[src/rtl/regfile_alu_seq_pkg.sv]
// Shared definitions for the register-file/ALU command sequencer.
// Holds the ALU op codes, the FSM states and the register address width.
package regfile_alu_seq_pkg;

  localparam int REG_AW = 5;

  typedef enum logic [2:0] {
    OP_AND = 3'b000,
    OP_OR  = 3'b001,
    OP_ADD = 3'b010,
    OP_XOR = 3'b011,
    OP_NOR = 3'b100,
    OP_SRL = 3'b101,
    OP_SUB = 3'b110,
    OP_SLT = 3'b111
  } alu_op_e;

  typedef enum logic [1:0] {
    S_IDLE = 2'b00,
    S_READ = 2'b01,
    S_EXEC = 2'b10,
    S_WB   = 2'b11
  } state_e;

endpackage

[src/rtl/regfile_alu_seq_if.sv]
// Command channel between a command source and the sequencer.
// One command is transferred on each cycle where cmd_valid and cmd_ready are both high.
interface regfile_alu_seq_if;
  import regfile_alu_seq_pkg::*;

  logic              cmd_valid;
  logic              cmd_ready;
  logic [2:0]        cmd_op;
  logic              cmd_li;
  logic [15:0]       cmd_imm;
  logic [REG_AW-1:0] cmd_rs;
  logic [REG_AW-1:0] cmd_rt;
  logic [REG_AW-1:0] cmd_rd;

  modport master (
    output cmd_valid, cmd_op, cmd_li, cmd_imm, cmd_rs, cmd_rt, cmd_rd,
    input  cmd_ready
  );

  modport slave (
    input  cmd_valid, cmd_op, cmd_li, cmd_imm, cmd_rs, cmd_rt, cmd_rd,
    output cmd_ready
  );

endinterface

[src/rtl/regfile_alu_seq.sv]
// Four-state sequencer: read two registers, run the external ALU, write the result back.
// The register file and the ALU live outside this block; it only drives their ports.
module regfile_alu_seq
  import regfile_alu_seq_pkg::*;
#(
  parameter int CNT_W = 16
) (
  input  logic                 clk,
  input  logic                 rst,
  regfile_alu_seq_if.slave     cmd,
  output logic [REG_AW-1:0]    R_addr_A,
  output logic [REG_AW-1:0]    R_addr_B,
  output logic [REG_AW-1:0]    Wt_addr,
  output logic [31:0]          Wt_data,
  output logic                 L_S,
  input  logic [31:0]          rdata_A,
  input  logic [31:0]          rdata_B,
  output logic [31:0]          alu_A,
  output logic [31:0]          alu_B,
  output logic [2:0]           alu_op,
  input  logic [31:0]          alu_res,
  input  logic                 alu_zero,
  output logic                 done,
  output logic                 zero_flag,
  output logic [CNT_W-1:0]     retired_cnt
);

  state_e            state_q, state_d;
  logic [2:0]        op_q;
  logic              li_q;
  logic [15:0]       imm_q;
  logic [REG_AW-1:0] rs_q, rt_q, rd_q;
  logic [31:0]       op_a_q, op_b_q, res_q;
  logic              z_q;

  // Each state's datapath capture happens on the edge that leaves that state.
  always_ff @(posedge clk) begin
    if (rst) begin
      state_q     <= S_IDLE;
      op_q        <= '0;
      li_q        <= 1'b0;
      imm_q       <= '0;
      rs_q        <= '0;
      rt_q        <= '0;
      rd_q        <= '0;
      op_a_q      <= '0;
      op_b_q      <= '0;
      res_q       <= '0;
      z_q         <= 1'b0;
      zero_flag   <= 1'b0;
      retired_cnt <= '0;
    end else begin
      state_q <= state_d;
      unique case (state_q)
        S_IDLE: begin
          if (cmd.cmd_valid) begin
            op_q  <= cmd.cmd_op;
            li_q  <= cmd.cmd_li;
            imm_q <= cmd.cmd_imm;
            rs_q  <= cmd.cmd_rs;
            rt_q  <= cmd.cmd_rt;
            rd_q  <= cmd.cmd_rd;
          end
        end
        S_READ: begin
          op_a_q <= rdata_A;
          op_b_q <= rdata_B;
        end
        S_EXEC: begin
          res_q <= li_q ? {16'b0, imm_q} : alu_res;
          z_q   <= alu_zero;
        end
        S_WB: begin
          retired_cnt <= retired_cnt + CNT_W'(1);
          if (!li_q) zero_flag <= z_q;
        end
        default: ;
      endcase
    end
  end

  // Outputs idle at zero and are only driven in the state that owns them.
  always_comb begin
    state_d       = state_q;
    cmd.cmd_ready = 1'b0;
    R_addr_A      = '0;
    R_addr_B      = '0;
    Wt_addr       = '0;
    Wt_data       = '0;
    L_S           = 1'b0;
    alu_A         = '0;
    alu_B         = '0;
    alu_op        = '0;
    done          = 1'b0;
    unique case (state_q)
      S_IDLE: begin
        cmd.cmd_ready = 1'b1;
        if (cmd.cmd_valid) state_d = S_READ;
      end
      S_READ: begin
        R_addr_A = rs_q;
        R_addr_B = rt_q;
        state_d  = S_EXEC;
      end
      S_EXEC: begin
        alu_A   = op_a_q;
        alu_B   = op_b_q;
        alu_op  = op_q;
        state_d = S_WB;
      end
      S_WB: begin
        // The register file does not protect r0 itself, so the write is dropped here.
        Wt_addr = rd_q;
        Wt_data = res_q;
        L_S     = (rd_q != '0);
        done    = 1'b1;
        state_d = S_IDLE;
      end
      default: state_d = S_IDLE;
    endcase
  end

endmodule

[src/flat_wrapper.sv]
// flat-port wrapper written by rule: the top's interface ports become plain ports
module regfile_alu_seq_flat import regfile_alu_seq_pkg::*;
#(
  parameter int CNT_W = 16
)
  (clk, rst, R_addr_A, R_addr_B, Wt_addr, Wt_data, L_S, rdata_A, rdata_B, alu_A, alu_B, alu_op, alu_res, alu_zero, done, zero_flag, retired_cnt, cmd_cmd_valid, cmd_cmd_op, cmd_cmd_li, cmd_cmd_imm, cmd_cmd_rs, cmd_cmd_rt, cmd_cmd_rd, cmd_cmd_ready);
  regfile_alu_seq_if cmd_i ();
  input  logic clk;
  input  logic rst;
  output logic [REG_AW-1:0] R_addr_A;
  output logic [REG_AW-1:0] R_addr_B;
  output logic [REG_AW-1:0] Wt_addr;
  output logic [31:0] Wt_data;
  output logic L_S;
  input  logic [31:0] rdata_A;
  input  logic [31:0] rdata_B;
  output logic [31:0] alu_A;
  output logic [31:0] alu_B;
  output logic [2:0] alu_op;
  input  logic [31:0] alu_res;
  input  logic alu_zero;
  output logic done;
  output logic zero_flag;
  output logic [CNT_W-1:0] retired_cnt;
  input wire logic [$bits(cmd_i.cmd_valid)-1:0] cmd_cmd_valid;
  input wire logic [$bits(cmd_i.cmd_op)-1:0] cmd_cmd_op;
  input wire logic [$bits(cmd_i.cmd_li)-1:0] cmd_cmd_li;
  input wire logic [$bits(cmd_i.cmd_imm)-1:0] cmd_cmd_imm;
  input wire logic [$bits(cmd_i.cmd_rs)-1:0] cmd_cmd_rs;
  input wire logic [$bits(cmd_i.cmd_rt)-1:0] cmd_cmd_rt;
  input wire logic [$bits(cmd_i.cmd_rd)-1:0] cmd_cmd_rd;
  output wire logic [$bits(cmd_i.cmd_ready)-1:0] cmd_cmd_ready;
  assign cmd_i.cmd_valid = cmd_cmd_valid;
  assign cmd_i.cmd_op = cmd_cmd_op;
  assign cmd_i.cmd_li = cmd_cmd_li;
  assign cmd_i.cmd_imm = cmd_cmd_imm;
  assign cmd_i.cmd_rs = cmd_cmd_rs;
  assign cmd_i.cmd_rt = cmd_cmd_rt;
  assign cmd_i.cmd_rd = cmd_cmd_rd;
  assign cmd_cmd_ready = cmd_i.cmd_ready;
  regfile_alu_seq #(.CNT_W(CNT_W)) u_core (.clk(clk), .rst(rst), .cmd(cmd_i), .R_addr_A(R_addr_A), .R_addr_B(R_addr_B), .Wt_addr(Wt_addr), .Wt_data(Wt_data), .L_S(L_S), .rdata_A(rdata_A), .rdata_B(rdata_B), .alu_A(alu_A), .alu_B(alu_B), .alu_op(alu_op), .alu_res(alu_res), .alu_zero(alu_zero), .done(done), .zero_flag(zero_flag), .retired_cnt(retired_cnt));
endmodule
[config.mk]
export PLATFORM = sky130hd
export DESIGN_NAME = regfile_alu_seq_flat
export DESIGN_NICKNAME = d
export VERILOG_FILES = /design/src/rtl/regfile_alu_seq_pkg.sv /design/src/rtl/regfile_alu_seq_if.sv /design/src/rtl/regfile_alu_seq.sv /design/src/flat_wrapper.sv
export SDC_FILE = /design/constraint.sdc
export NUM_CORES = 1
export LEC_CHECK = 0
export BUFFER_PORTS_ARGS = -buffer_cell sky130_fd_sc_hd__buf_2
export CAP_MARGIN = 20
export CORE_MARGIN = 4
export CORE_UTILIZATION = 40
export DETAILED_ROUTE_END_ITERATION = 7
export PLACE_DENSITY = 0.69
export SLEW_MARGIN = 0
export SYNTH_ARGS = -nofsm -noshare
export SYNTH_HDL_FRONTEND = slang
export SYNTH_SLANG_ARGS = --single-unit
[constraint.sdc]
create_clock -name clk -period 3.9 [get_ports clk]
set_clock_uncertainty 0.15 [all_clocks]
set_input_delay 0.195 -clock clk [delete_from_list [all_inputs] [get_ports clk]]
set_output_delay 0.195 -clock clk [all_outputs]
set_load 0.02 [all_outputs]
==> run metrics <==
fraction of registers with async set/reset 0%; EDFF count, synth 0; Synth Area in Compound Gates 7.05%; synth unique cells 35; CTS tree yes; mux cell area share after synthesis 13.1%; Final Cycle Share 74.2%; Seq/Total Area, Yosys 47.0%; die area 18,200 sq um; DRC errors left 0; TritonCTS Buffers 17; Power per Cell Area 526 nW/um^2; height of the die 135 microns; Port Buffers 268; wire length of the first global-routing pass 30,900 microns; largest family of logic cells by synthesized area simple AND/OR/NAND/NOR gates; worst relative slew slack 35.0%; Met3 Wirelength 1200 microns; P&R area growth vs syn 52.1%; Mapped Area 6430 sq um; largest net degree at the start of global routing 91; RSZ-0062 raised after global routing no; fraction of the mapped netlist area in simple logic gates 26.3%; gr ovfl total 0; Max H-tree Level 4; met2 routed WL 9710 microns; antenna violations before repair 1; clock-pin slew on the worst setup and hold paths 60 ps; HPWL Detailed 12,200 microns; Post-Synth Adder-Cell Area 1.17%; MaxCap Viol Count 0; row cnt 46; postcts setup bufs 0; Power Total 5.14 mW; Tmin final 2890 ps; post_cts resized 0; # hold bufs at CTS 126; critical path class flop to output pin; initial DRC count 265; Detail Route Antenna Nets 0; fraction of layout instances using a drive strength above 1 28.1%; GRT Util Overall 21.1%; First-pass DRT Iterations 4; fmax 0.346 GHz; vias per inst 4.71; HP Class input port to flop; CP Max Fanout 69; # clock sinks 151; commonest non-fill, non-tap cells in the layout buf_2 (267), dfxtp_1 (151), dlygate4sd3_1 (126), and2_1 (115), nor2_1 (112); leak pwr 4.54 nW; routed wire length 19,700 microns; xor and xnor fraction of the mapped netlist area 1.36%; number of global-route vias before repair 6,400; synthesized flop and latch total 151; outcome completed; worst skew pair latency 410 ps; Max Used Layer met4; final hold viol count 0; post-synthesis cell count 731; Avg Cell Area, Syn 8.79 sq um; Worst Path Arrival 2550 ps; WL met1 8330 microns; clock buffer depth 2; Slew @ Worst Pin 975 ps; Crit. End Element output pin; dominant synthesized flop cell dfxtp_1; CTS root buf clkbuf_16; Yosys warnings 0; Core Area 15,800 sq um; Wirelength per Cell 14.9 microns; vias 6,253; Die Width 135 microns; nets@finish 1,240; Final GP Congestion 0.790; CP required 3560 ps; TNS Setup 0 ps; Finish-stage setup viols 0; I/O Pins 269; Worst Setup Start Kind flop; max-slew violation count 0; worst vdd ir 0.000360 V; Initial Util 40.6%; Mapped Nets 872; most common cell after layout, fill and taps aside buf_2
-- final cells by class --
class / count / area (sq um)
fill: 1287 / 6050
multi-input combinational: 520 / 3170
sequential: 151 / 3020
timing repair buffer: 403 / 2710
clock buffer: 21 / 450
tap: 216 / 270
clock inverter: 11 / 125
inverter: 6 / 22.5
antenna: 1 / 2.50
-- critical path, cell delays in order (launching register included) --
cell and delay (ps):
dfxtp_1 350, inv_1 170, ha_4 500, buf_4 600, and2_1 280, buf_2 190
-- Yosys cell counts, drive strengths merged (2+ instances only) --
cell type / number / area [sq um]
a21oi: 55 / 275
ha: 6 / 75.1
nor3: 2 / 10.0
or4: 2 / 18.8
xor2: 4 / 35.0
or3: 3 / 20.0
inv: 6 / 22.5
nor2: 112 / 420
clkbuf: 44 / 185
a211oi: 17 / 128
buf: 10 / 46.3
nand4: 4 / 40.0
nor4b: 2 / 17.5
nor2b: 19 / 119
and2: 115 / 719
o21ai: 3 / 15.0
nand3: 3 / 15.0
mux2i: 84 / 841
dfxtp: 151 / 3020
xnor2: 6 / 52.6
nand2: 74 / 278
-- logic make-up after synthesis --
group                    Yosys count
multiplexers                      84
flip-flops                       151
AND/OR/NAND/NOR                  341
XOR/XNOR                          10
adder cells (fa/ha/maj)            6
AO/OA/AOI/OAI                     79
buffers and inverters             60
-- stage by stage --
stage	hold slack, ps	area, sq um	setup slack (ps)	utilization (%)	std cells
after floorplan	181	6430	1880	-	731
after global placement	268	7900	1470	49.9	1168
after detailed placement	278	7930	1410	50.1	1169
after CTS	6.96	9760	1020	61.7	1327
after global routing	28.7	9770	859	61.7	1329
final	21.9	9770	1010	61.7	1329
-- registers in the layout, summed over array words and instances, names as in the netlist --
register and cells:
u_core.z_q 1, u_core.op_a_q 32, u_core.state_q 2, u_core.rt_q 5
u_core.zero_flag 1, u_core.rd_q 5, u_core.rs_q 5, u_core.li_q 1
u_core.op_b_q 32, u_core.op_q 3, u_core.res_q 32, u_core.retired_cnt 16
u_core.imm_q 16
-- power breakdown --
part           internal, mW  switching, mW  total [mW]
Combinational         0.675          0.863        1.54
Sequential             1.84          0.155        2.00
Clock                 0.960          0.639        1.60
Total                  3.48           1.66        5.14
-- routing by layer --
| metal | track usage (%) | up-vias |
|---|---|---|
| li1 | - | 3128 |
| met5 | 0 | - |
| met2 | 36.7 | 225 |
| met4 | 8.99 | 0 |
| met3 | 5.40 | 35 |
| met1 | 24.5 | 2865 |
-- final timing paths --
kind                                   startpoint         endpoint  slack, ps  cells after the start
worst min register to register     u_core.rs_q[1]   u_core.rs_q[1]        300                      2
worst min-delay path                   alu_res[1]  u_core.res_q[1]         20                      3
worst max register to register  u_core.state_q[0]   u_core.rt_q[4]       1560                      6
worst max-delay path            u_core.state_q[0]         alu_B[5]       1010                      5
Power figures use the tool's default switching activity.
